<file path="src/rtl/neuron_state_sequencer_if.sv">
// Datapath-side bundle between the neuron state sequencer (master) and the shared
// LIF neuron datapath (slave).
interface neuron_state_sequencer_if #(
   parameter int unsigned N_STAGE = 2
);
   localparam int unsigned INPUTS = 2 ** N_STAGE;
   localparam int unsigned MW     = N_STAGE + 2;

   logic [INPUTS-1:0]    nrn_inputs;
   logic [INPUTS-1:0]    nrn_weights;
   logic signed [MW-1:0] nrn_last_membrane;
   logic                 nrn_was_spike;
   logic signed [MW-1:0] nrn_new_membrane;
   logic                 nrn_is_spike;

   modport master (
      output nrn_inputs,
      output nrn_weights,
      output nrn_last_membrane,
      output nrn_was_spike,
      input  nrn_new_membrane,
      input  nrn_is_spike
   );

   modport slave (
      input  nrn_inputs,
      input  nrn_weights,
      input  nrn_last_membrane,
      input  nrn_was_spike,
      output nrn_new_membrane,
      output nrn_is_spike
   );
endinterface

</file>
<file path="src/rtl/neuron_state_sequencer.sv">
// Owns weights, membranes and spike flags for a bank of LIF neurons and walks them
// through one shared datapath, one neuron per cycle, once per timestep.
module neuron_state_sequencer #(
   parameter int unsigned N_STAGE   = 2,
   parameter int unsigned N_NEURONS = 4,
   localparam int unsigned INPUTS   = 2 ** N_STAGE,
   localparam int unsigned IW       = (N_NEURONS > 1) ? $clog2(N_NEURONS) : 1
) (
   input  logic                           clk,
   input  logic                           rst_n,
   input  logic                           start,
   input  logic [INPUTS-1:0]              in_spikes,
   input  logic                           clear_state,
   input  logic                           w_we,
   input  logic [IW-1:0]                  w_addr,
   input  logic [INPUTS-1:0]              w_data,
   neuron_state_sequencer_if.master       nrn,
   output logic [N_NEURONS-1:0]           spikes,
   output logic                           busy,
   output logic                           done
);

   localparam int unsigned MW = N_STAGE + 2;
   localparam logic [IW-1:0] LAST = IW'(N_NEURONS - 1);

   typedef enum logic [1:0] {StIdle, StEval, StDone} state_e;

   state_e               state_q, state_d;
   logic [IW-1:0]        idx_q, idx_d;
   logic [INPUTS-1:0]    weight_q [N_NEURONS];
   logic signed [MW-1:0] membrane_q [N_NEURONS];
   logic [N_NEURONS-1:0] flag_q;
   logic [INPUTS-1:0]    inputs_q;
   logic [N_NEURONS-1:0] spikes_q;
   logic                 busy_q, done_q;
   logic                 accept, do_clear, do_write, do_eval, do_publish;
   logic                 addr_ok;

   // Out-of-range write addresses only exist when N_NEURONS is not a power of two.
   if ((1 << IW) > N_NEURONS) begin : g_addr_chk
      assign addr_ok = (32'(w_addr) < N_NEURONS);
   end else begin : g_addr_all
      assign addr_ok = 1'b1;
   end

   always_comb begin
      state_d    = state_q;
      idx_d      = idx_q;
      accept     = 1'b0;
      do_clear   = 1'b0;
      do_write   = 1'b0;
      do_eval    = 1'b0;
      do_publish = 1'b0;
      unique case (state_q)
         StIdle: begin
            if (start) begin
               accept  = 1'b1;
               idx_d   = '0;
               state_d = StEval;
            end else if (clear_state) begin
               do_clear = 1'b1;
            end else if (w_we && addr_ok) begin
               do_write = 1'b1;
            end
         end
         StEval: begin
            do_eval = 1'b1;
            if (idx_q == LAST) begin
               idx_d   = '0;
               state_d = StDone;
            end else begin
               idx_d = idx_q + 1'b1;
            end
         end
         StDone: begin
            do_publish = 1'b1;
            state_d    = StIdle;
         end
         default: state_d = StIdle;
      endcase
   end

   // idx is parked at 0 outside EVAL, so IDLE/DONE naturally present neuron 0.
   assign nrn.nrn_inputs        = inputs_q;
   assign nrn.nrn_weights       = weight_q[idx_q];
   assign nrn.nrn_last_membrane = membrane_q[idx_q];
   assign nrn.nrn_was_spike     = flag_q[idx_q];

   assign spikes = spikes_q;
   assign busy   = busy_q;
   assign done   = done_q;

   always_ff @(posedge clk) begin
      if (!rst_n) begin
         state_q  <= StIdle;
         idx_q    <= '0;
         inputs_q <= '0;
         flag_q   <= '0;
         spikes_q <= '0;
         busy_q   <= 1'b0;
         done_q   <= 1'b0;
         for (int i = 0; i < N_NEURONS; i++) begin
            membrane_q[i] <= '0;
            weight_q[i]   <= '0;
         end
      end else begin
         state_q <= state_d;
         idx_q   <= idx_d;
         busy_q  <= (state_d != StIdle);
         done_q  <= do_publish;
         if (accept) begin
            inputs_q <= in_spikes;
         end
         if (do_clear) begin
            flag_q <= '0;
            for (int i = 0; i < N_NEURONS; i++) begin
               membrane_q[i] <= '0;
            end
         end
         if (do_write) begin
            weight_q[w_addr] <= w_data;
         end
         if (do_eval) begin
            membrane_q[idx_q] <= nrn.nrn_new_membrane;
            flag_q[idx_q]     <= nrn.nrn_is_spike;
         end
         if (do_publish) begin
            spikes_q <= flag_q;
         end
      end
   end

endmodule

</file>
<file path="src/flat_wrapper.sv">
// flat-port wrapper written by rule: the top's interface ports become plain ports
module neuron_state_sequencer_flat 
#(
   parameter int unsigned N_STAGE   = 2,
   parameter int unsigned N_NEURONS = 4,
   localparam int unsigned INPUTS   = 2 ** N_STAGE,
   localparam int unsigned IW       = (N_NEURONS > 1) ? $clog2(N_NEURONS) : 1
)
  (clk, rst_n, start, in_spikes, clear_state, w_we, w_addr, w_data, spikes, busy, done, nrn_nrn_inputs, nrn_nrn_weights, nrn_nrn_last_membrane, nrn_nrn_was_spike, nrn_nrn_new_membrane, nrn_nrn_is_spike);
  neuron_state_sequencer_if #(.N_STAGE(N_STAGE)) nrn_i ();
  input  logic clk;
  input  logic rst_n;
  input  logic start;
  input  logic [INPUTS-1:0] in_spikes;
  input  logic clear_state;
  input  logic w_we;
  input  logic [IW-1:0] w_addr;
  input  logic [INPUTS-1:0] w_data;
  output logic [N_NEURONS-1:0] spikes;
  output logic busy;
  output logic done;
  output wire logic [$bits(nrn_i.nrn_inputs)-1:0] nrn_nrn_inputs;
  output wire logic [$bits(nrn_i.nrn_weights)-1:0] nrn_nrn_weights;
  output wire logic [$bits(nrn_i.nrn_last_membrane)-1:0] nrn_nrn_last_membrane;
  output wire logic [$bits(nrn_i.nrn_was_spike)-1:0] nrn_nrn_was_spike;
  input wire logic [$bits(nrn_i.nrn_new_membrane)-1:0] nrn_nrn_new_membrane;
  input wire logic [$bits(nrn_i.nrn_is_spike)-1:0] nrn_nrn_is_spike;
  assign nrn_nrn_inputs = nrn_i.nrn_inputs;
  assign nrn_nrn_weights = nrn_i.nrn_weights;
  assign nrn_nrn_last_membrane = nrn_i.nrn_last_membrane;
  assign nrn_nrn_was_spike = nrn_i.nrn_was_spike;
  assign nrn_i.nrn_new_membrane = nrn_nrn_new_membrane;
  assign nrn_i.nrn_is_spike = nrn_nrn_is_spike;
  neuron_state_sequencer #(.N_STAGE(N_STAGE), .N_NEURONS(N_NEURONS)) u_core (.clk(clk), .rst_n(rst_n), .start(start), .in_spikes(in_spikes), .clear_state(clear_state), .w_we(w_we), .w_addr(w_addr), .w_data(w_data), .nrn(nrn_i), .spikes(spikes), .busy(busy), .done(done));
endmodule
</file>
<file path="config.mk">
export PLATFORM = sky130hd
export DESIGN_NAME = neuron_state_sequencer_flat
export DESIGN_NICKNAME = d
export VERILOG_FILES = /design/src/rtl/neuron_state_sequencer_if.sv /design/src/rtl/neuron_state_sequencer.sv /design/src/flat_wrapper.sv
export SDC_FILE = /design/constraint.sdc
export NUM_CORES = 1
export LEC_CHECK = 0
export CORE_UTILIZATION = 56
export DETAILED_ROUTE_END_ITERATION = 12
export MAX_ROUTING_LAYER = met4
export PLACE_DENSITY = 0.86
export SLEW_MARGIN = 25
export SYNTH_ARGS = -nofsm -noshare
export SYNTH_HDL_FRONTEND = slang
export SYNTH_SLANG_ARGS = --single-unit
</file>
<file path="constraint.sdc">
create_clock -name clk -period 3.9 [get_ports clk]
set_clock_uncertainty 0.15 [all_clocks]
set_input_delay 0.585 -clock clk [delete_from_list [all_inputs] [get_ports clk]]
set_output_delay 0.585 -clock clk [all_outputs]
set_load 0.1 [all_outputs]
</file>
==> Word-level counts from Yosys, hierarchy flattened <==
Memory sizes are Yosys's and may differ from the RTL's. A register that Yosys moved wholly into a read port is not among the register bits.
Cells that the tools add are included.
{ "totals": {"n_memories": 2, "in_bits": 20, "elab_cells": 76, "out_inout_bits": 19, "mem_bits_rw": 32, "regBits": 18} }
{ "memory_table": {"columns": ["memory", "depth", "word_bits", "rd", "rd_clocked_by_memory_dff", "write_ports", "line", "text"], "rows": [
  ["u_core.membrane_q", 4, 4, 1, 1, 4, "neuron_state_sequencer.sv:31", "logic signed [MW-1:0] membrane_q [N_NEURONS];"],
  ["u_core.weight_q", 4, 4, 1, 1, 4, "neuron_state_sequencer.sv:30", "logic [INPUTS-1:0] weight_q [N_NEURONS];"]
]} }
{ "classes": {"eq_ne": 4, "add_sub_neg": 1, "n_reduce_logical": 7, "bitwise_logic": 4, "order_cmp": 2, "n_mux": 49} }
{ "ops": {"columns": ["cell", "count"], "rows": [
  ["two-way mux 4 bit", 9],
  ["two-way mux 1 bit", 25],
  ["two-way mux 2 bit", 10],
  ["case mux 2 bit (2 select lines)", 2],
  ["OR reduction 4 bit", 2],
  ["bitwise mux 4 bit", 1],
  ["== test 2 bit, second input constant", 2],
  ["OR 1 bit", 4],
  ["nonzero test 2 bit", 2],
  ["less-than comparator 2 x 3 -> 1 bit, second input constant", 1],
  ["adder 2 x 1 -> 2 bit, second input constant", 1],
  ["binary-select mux 1 bit (select 2 bit)", 1],
  ["demux 1 bit (select 2 bit)", 1],
  ["== test 2 x 1 -> 1 bit, second input constant", 1],
  ["greater-or-equal comparator 2 x 1 -> 1 bit, second input constant", 1],
  ["logical NOT 2 bit", 1],
  ["!= test 2 bit, second input constant", 1],
  ["AND reduction 2 bit", 1],
  ["logical AND 1 bit", 1]
]} }

==> Longest topological paths before layout <==
Gate-level depths: netlist of the first run.
{ "logic_depth": {"word_depth": 9, "ltp_mapped": 5, "mapped_depth_nobuf": 5} }

==> Worst setup path before layout of the first run <==
No wires, ideal clock.
{ "synth_timing": {"kind": "flip-flop to output port", "startpoint": "register (tool-made name)", "endpoint": "output port nrn_nrn_last_membrane[0]", "n_path_buf": 1, "path_stages_with_launch": 3, "required_ps": 3165, "t_arrival_ps": 1322, "path_slack_ps": 1843, "path_cell_list": "dfxtp_1 -> buf_2 -> mux4_2"} }
{ "synth_lines": {"columns": ["element", "line", "text"], "rows": [
  ["end: declaration", "flat_wrapper.sv:24", "output wire logic [$bits(nrn_i.nrn_last_membrane)-1:0] nrn_nrn_last_membrane;"]
]} }

==> results of run 1 <==
worst max path at each step:
stage | cells after the start | to | startpoint
after global routing | 2 | nrn_nrn_last_membrane[0] | register
after floorplan | 2 | nrn_nrn_last_membrane[0] | register
after CTS | 2 | nrn_nrn_weights[0] | register
after global placement | 2 | nrn_nrn_weights[2] | register
after detailed placement | 2 | nrn_nrn_weights[0] | register
final | 2 | nrn_nrn_weights[0] | register
state kept, by name, indices dropped and copies added (netlist names), named ones only:
signal                 cells
u_core.membrane_q         16
u_core.busy                1
u_core.state_q             2
u_core.weight_q           16
u_core.nrn.nrn_inputs      4
u_core.idx_q               2
u_core.spikes              4
u_core.flag_q              4
u_core.done                1
Yosys cell counts, drive strengths merged, types with 2 or more instances:
| library cell | number | area, µm² |
|---|---|---|
| a21oi | 6 | 30.0 |
| and2 | 22 | 138 |
| and3 | 13 | 86.3 |
| and4b | 3 | 30.0 |
| buf | 6 | 37.5 |
| clkbuf | 2 | 7.51 |
| dfxtp | 20 | 400 |
| edfxtp | 32 | 961 |
| ha | 4 | 50.1 |
| inv | 5 | 18.8 |
| mux2i | 8 | 80.1 |
| mux4 | 9 | 203 |
| nand2 | 13 | 48.8 |
| nand2b | 4 | 25.0 |
| nor2 | 10 | 37.5 |
| nor2b | 3 | 18.8 |
| nor3 | 2 | 15.0 |
| o21ai | 8 | 40.0 |
per-layer routing:
| metal | up-vias | track usage (%) | part of all wire (%) |
|---|---|---|---|
| met5 | - | - | 0 |
| met4 | 0 | 6.38 | 1.1 |
| met3 | 8 | 4.14 | 3.2 |
| met2 | 43 | 39.9 | 53 |
| met1 | 704 | 29.6 | 43 |
| li1 | 712 | - | - |
where the power goes:
group	internal [mW]	leakage, nW	total (mW)	switching [mW]
clock network	0.144	0.0434	0.317	0.173
logic	0.0665	0.512	0.203	0.136
registers	0.608	0.500	0.624	0.0168
total	0.818	1.05	1.14	0.326
kinds of logic after synthesis:
kind of cell             count (synthesis)
AO/OA/AOI/OAI                           16
adder cells (fa/ha/maj)                  4
buffers and inverters                   13
flip-flops                              52
multiplexers                            17
AND/OR/NAND/NOR                         75
critical path: cells and delay by family, from the launching register on:
family	cells	cell delay, ns
muxes	1	0.57
buffers and inverters	1	0.98
DFF	1	0.66
metrics by stage:
step / utilization [%] / setup WS (ns)
after global placement: 71.2 / 0.988
after detailed placement: 71.2 / 0.935
after CTS: 73.7 / 0.595
after global routing: 73.7 / 0.528
final: 73.7 / 0.645
after floorplan: - / 1.84
layout by cell type, fill, tap and decap left out:
cell             instances
o21ai_0                  8
a21oi_1                  6
and4b_1                  3
inv_1                    5
clkdlybuf4s50_1         38
mux4_2                   9
nor4_2                   1
ha_1                     4
clkbuf_8                 6
nand2b_1                 4
dfxtp_1                 20
nor3b_4                  1
and2_1                  22
edfxtp_1                32
clkinvlp_4               2
nor2b_1                  3
nor2_1                  10
mux2i_1                  8
o31ai_1                  1
o2bb2ai_1                1
buf_4                    1
or3b_2                   1
or4b_1                   1
and3_4                   1
nand3b_1                 1
nand2_1                 13
and3_1                  12
nor3_2                   1
nor3_1                   1
area by class of cell:
class                   instances  area (µm²)  share of cell area, %
flip-flops and latches         52        1360                   48.6
clock buffers                   6        82.6                   2.95
clock inverters                 2        15.0                  0.536
multi-input cells             112         876                   31.3
inverters                       5        18.8                  0.670
well taps                      48        60.1                   2.14
repair buffers                 39         388                   13.8
==> out/qor.txt, run 1 <==
Run status: finished clean
Hold WC Path Type: reg2reg
Worst Hold Path Cells: 2
Final Wtd Congestion: 0.871
Critical R2R Capture: u_core.weight_q[1][2]
Count of cell types in the netlist: 30
Critical path endpoint category: output port
H-tree Lvls: 2
Async SR Flop Fraction: 0%
Crit-path cells: mux4_2 -> clkdlybuf4s50_1
Synth Register Bits: 52
WP data arrival: 2.52 ns
Layout Area Growth over Synthesis: 21.8%
Max-slew headroom: 34.2%
Die area: 4370 µm²
Worst reg2reg path depth: 3
Num CTS Buffers: 5
Required @ worst endpoint: 3.16 ns
Die width: 66.1 µm
Final hold slack: 0.350 ns
Seq/Total Area, Yosys: 59.2%
Post-Synth XOR/XNOR Area: 0%
CP max stage cell: clkdlybuf4s50_1
Post-CTS Hold Fix Bufs: 0
Final TNS setup: 0 ns
Row Count: 22
Post-CTS setup repair buffer count: 0
Clock sinks: 52
I/O pin count: 39
Kind of critical path: reg2out
Setup slack, reg-to-reg: 1.81 ns
RSZ-0062 raised after global routing: false
Final setup vio count: 0
Placed Area: 2700 µm²
Worst Setup Start Kind: register
Initial antenna violation count: 0
Drt wl/cell: 17.1 µm
HPWL after DPL: 3.34 mm
DRT antenna net count: 0
CTS resizes: 0
Clk slew on worst S/H paths: 0.09 ns
# fillers: 242
Detailed-route DRC error count: 0
EDFF count, synth: 32
Fin crit period: 3.25 ns
DP Cell Count: 256
Total grt overflow: 0
# nets final: 239
Compound-Gate Fraction of Synth Area: 3.75%
Vias per cell: 5.56
Vias in the first global route: 1459
Total GRT Usage: 23.7%
Layout Cells excl Fill: 264
Worst-margin pin slew: 0.984 ns
Die Y: 66.1 µm
Total Power Consumption: 1.14 mW
Largest family of logic cells by synthesized area: simple AND/OR/NAND/NOR gates
Max clock buf depth: 2
Worst hold start: u_core.flag_q[0]
Hold Path End: u_core.flag_q[0]
Main synth FF type: edfxtp_1
Post-Syn Area: 2300 µm²
Max-cap viol count: 0
Adder-cell area share of the yosys netlist: 2.18%
Worst-Skew Late Latency: 0.30 ns
Ant. Diodes: 0
FF-to-FF Start: u_core.state_q[0]
Tcrit/Tclk final: 83.5%
WL final: 4.50 mm
Cells after synthesis: 177
Initial Util: 60.6%
Avg Cell Area, Syn: 13.0 µm²
Max Clk Rate: 307 MHz
Pre-antenna DRT Iters: 4
Hold Vio Cnt, Final: 0
CP peak stage delay: 0.98 ns
Synth Net Count: 201
Root Driver: clkbuf_8
Ys Warns: 0
Synth Area in Simple Gates: 19.8%
Buffers on Ports: 38
Final Cell Area: 2800 µm²
Share of layout cells above drive strength 1: 10.6%
CP max FO: 8
First-pass GRT wire length: 7.19 mm
Mux contribution to synthesized area: 12.3%
DR vias: 1467
Iter 0 DRT Violations: 74
Total core area: 3800 µm²
Power per Cell Area: 408 nW/µm²
Largest net degree at the start of global routing: 19
Peak VDD IR: 284 µV
CTS tree: done
Slew Viols, Final: 0
Leak: 1.05 nW
(Power assumes the default switching activity.)
==> run 2, diff against run 1 <==
--- a/config.mk
+++ b/config.mk
@@ -5,10 +5,10 @@
 export SDC_FILE = /design/constraint.sdc
 export NUM_CORES = 1
 export LEC_CHECK = 0
-export CORE_UTILIZATION = 56
+export CORE_UTILIZATION = 52
 export DETAILED_ROUTE_END_ITERATION = 12
 export MAX_ROUTING_LAYER = met4
-export PLACE_DENSITY = 0.86
+export PLACE_DENSITY = 0.8
 export SLEW_MARGIN = 25
 export SYNTH_ARGS = -nofsm -noshare
 export SYNTH_HDL_FRONTEND = slang
==> constraint.sdc (replaced) <==
create_clock -name clk -period 3.3 [get_ports clk]
set_clock_uncertainty 0.15 [all_clocks]
set_input_delay 0.495 -clock clk [delete_from_list [all_inputs] [get_ports clk]]
set_output_delay 0.495 -clock clk [all_outputs]
set_load 0.1 [all_outputs]
==> out/qor.txt, run 2 (synthesized netlist as in run 1, its figures left out) <==
Sequential Power Share: 52.6% (-2.0 points)
DP Cell Count: 258 (+0.78%)
Post-CTS Hold Fix Bufs: 0 (unchanged)
Final TNS setup: 0 ns (unchanged)
Leak: 1.10 nW (+4.2%)
Layout Cells excl Fill: 266 (+0.76%)
Ant. Diodes: 0 (unchanged)
Tcrit/Tclk final: 74.3%
Biggest registers after layout: u_core.membrane_q: 16 flops, u_core.weight_q: 16 flops
Final Cell Area: 2770 µm² (-1.1%)
HPWL after DPL: 3.40 mm (+1.8%)
CP peak stage delay: 0.66 ns (-0.32 ns)
Placed Area: 2660 µm² (-1.7%)
Total Power Consumption: 1.40 mW (+23%)
Num CTS Buffers: 5 (unchanged)
Gate power share: 16.6% (-1.1 points)
Initial antenna violation count: 0 (unchanged)
CTS tree: done
Crit-path cells: mux4_2 -> buf_4
Clk slew on worst S/H paths: 0.09 ns (about the same)
Run status: finished clean
Initial Util: 55.9% (-4.7 points)
Total GRT Usage: 22.7% (-0.99 points)
DR WL met2: 2.41 mm (+1.6%)
Met3 WL: 213 µm (+48%)
# nets final: 239 (unchanged)
Layout Area Growth over Synthesis: 20.4%
Pre-antenna DRT Iters: 4 (unchanged)
CP max FO: 8 (unchanged)
Top Metal Used: met4
Fin crit period: 2.45 ns
Power per Cell Area: 507 nW/µm² (+24%)
Pint: 1.02 mW (+24%)
First-pass GRT wire length: 7.07 mm (-1.7%)
Root Driver: clkbuf_8
Largest net degree at the start of global routing: 18 (-1)
Share of layout cells above drive strength 1: 19.0% (+8.3 points)
# fillers: 299 (+24%)
DRT antenna net count: 0 (unchanged)
Row Count: 23 (+4.5%)
Kind of critical path: reg2out
Hold WC Path Type: reg2reg
Die width: 68.5 µm (+3.7%)
H-tree Lvls: 2 (unchanged)
CTS resizes: 0 (unchanged)
Buffers on Ports: 38 (unchanged)
Psw: 0.388 mW (+19%)
Critical path endpoint category: output port
Hold Vio Cnt, Final: 0 (unchanged)
Vias in the first global route: 1446 (-0.89%)
Vias per cell: 5.52 (-0.75%)
I/O pin count: 39 (unchanged)
Max clock buf depth: 2 (unchanged)
Most common library cell in the layout ignoring fill and taps: edfxtp_1
Final Wtd Congestion: 0.806 (-7.5%)
Iter 0 DRT Violations: 98 (+32%)
Max-cap viol count: 0 (unchanged)
Sw frac: 27.7% (-0.87 points)
Peak VDD IR: 312 µV (+9.9%)
Detailed-route DRC error count: 0 (unchanged)
WP data arrival: 1.81 ns (-0.71 ns)
Max-slew headroom: 57.7% (+24 points)
Most frequent cells in the layout: 32 x edfxtp_1, 22 x and2_1, 20 x dfxtp_1, 20 x buf_4, 19 x clkdlybuf4s50_1
Worst-margin pin slew: 0.629 ns (-0.356 ns)
Clock share of power: 30.9% (+3.2 points)
Die area: 4690 µm² (+7.5%)
Worst-Skew Late Latency: 0.31 ns (about the same)
Wl on met1: 1.79 mm (-7.7%)
Die Y: 68.5 µm (+3.7%)
DR vias: 1467 (unchanged)
Worst Setup Start Kind: register
CP max stage cell: dfxtp_1
Required @ worst endpoint: 2.65 ns (-0.51 ns)
Final setup vio count: 0 (unchanged)
Total grt overflow: 0 (unchanged)
Drt wl/cell: 16.8 µm (-1.3%)
Post-CTS setup repair buffer count: 0 (unchanged)
WL final: 4.48 mm (-0.58%)
RSZ-0062 raised after global routing: false
Clock sinks: 52 (unchanged)
Slew Viols, Final: 0 (unchanged)
Total core area: 4120 µm² (+8.3%)
Max Clk Rate: 408 MHz
==> run 2: path summary, 6_finish.rpt <==
kind | start | end | slack (ns) | cells after the start
setup / recovery | register | nrn_nrn_last_membrane[3] | 0.85 | 2
hold / removal | u_core.flag_q[1] | u_core.flag_q[1] | 0.35 | 2
setup reg to reg | u_core.state_q[1] | u_core.weight_q[0][2] | 1.17 | 3
hold reg to reg | u_core.flag_q[1] | u_core.flag_q[1] | 0.35 | 2
==> run 2: power groups by stage <==
stage               Sequential (mW)  Combinational [mW]  Clock [mW]
floorplan                     0.768               0.149           0
CTS                           0.739               0.234       0.442
finish                        0.738               0.233       0.434
global placement              0.752               0.229           0
global route                  0.743               0.245       0.468
detailed placement            0.754               0.233           0
==> run 2: area by class of cell <==
| type | instances | area (µm²) | share of cell area [%] |
|---|---|---|---|
| sequential | 52 | 1360 | 49.1 |
| multi-input combinational | 112 | 876 | 31.6 |
| timing repair buffer | 39 | 340 | 12.3 |
| clock buffer | 5 | 68.8 | 2.48 |
| tap | 50 | 62.6 | 2.26 |
| clock inverter | 3 | 42.5 | 1.54 |
| inverter | 5 | 18.8 | 0.678 |
==> run 2: layer usage <==
| layer | track usage, % | up-vias |
|---|---|---|
| li1 | - | 714 |
| met1 | 24.7 | 706 |
| met4 | 9.38 | 0 |
| met2 | 39.1 | 42 |
| met5 | - | - |
| met3 | 6.09 | 5 |
==> run 2: stage by stage <==
stage / worst slack, ns / hold slack (ns) / utilization (%)
floorplan: 1.33 / 0.296 / -
global placement: 0.840 / 0.326 / 64.6
detailed placement: 0.735 / 0.335 / 64.6
CTS: 0.799 / 0.352 / 67.3
global route: 0.713 / 0.378 / 67.3
finish: 0.848 / 0.347 / 67.3
==> run 2: worst max-delay path, delay by kind of cell, from the launching register on <==
kind                   cells  cell delay [ns]
flip-flops                 1             0.66
multiplexers               1             0.58
buffers and inverters      1             0.25
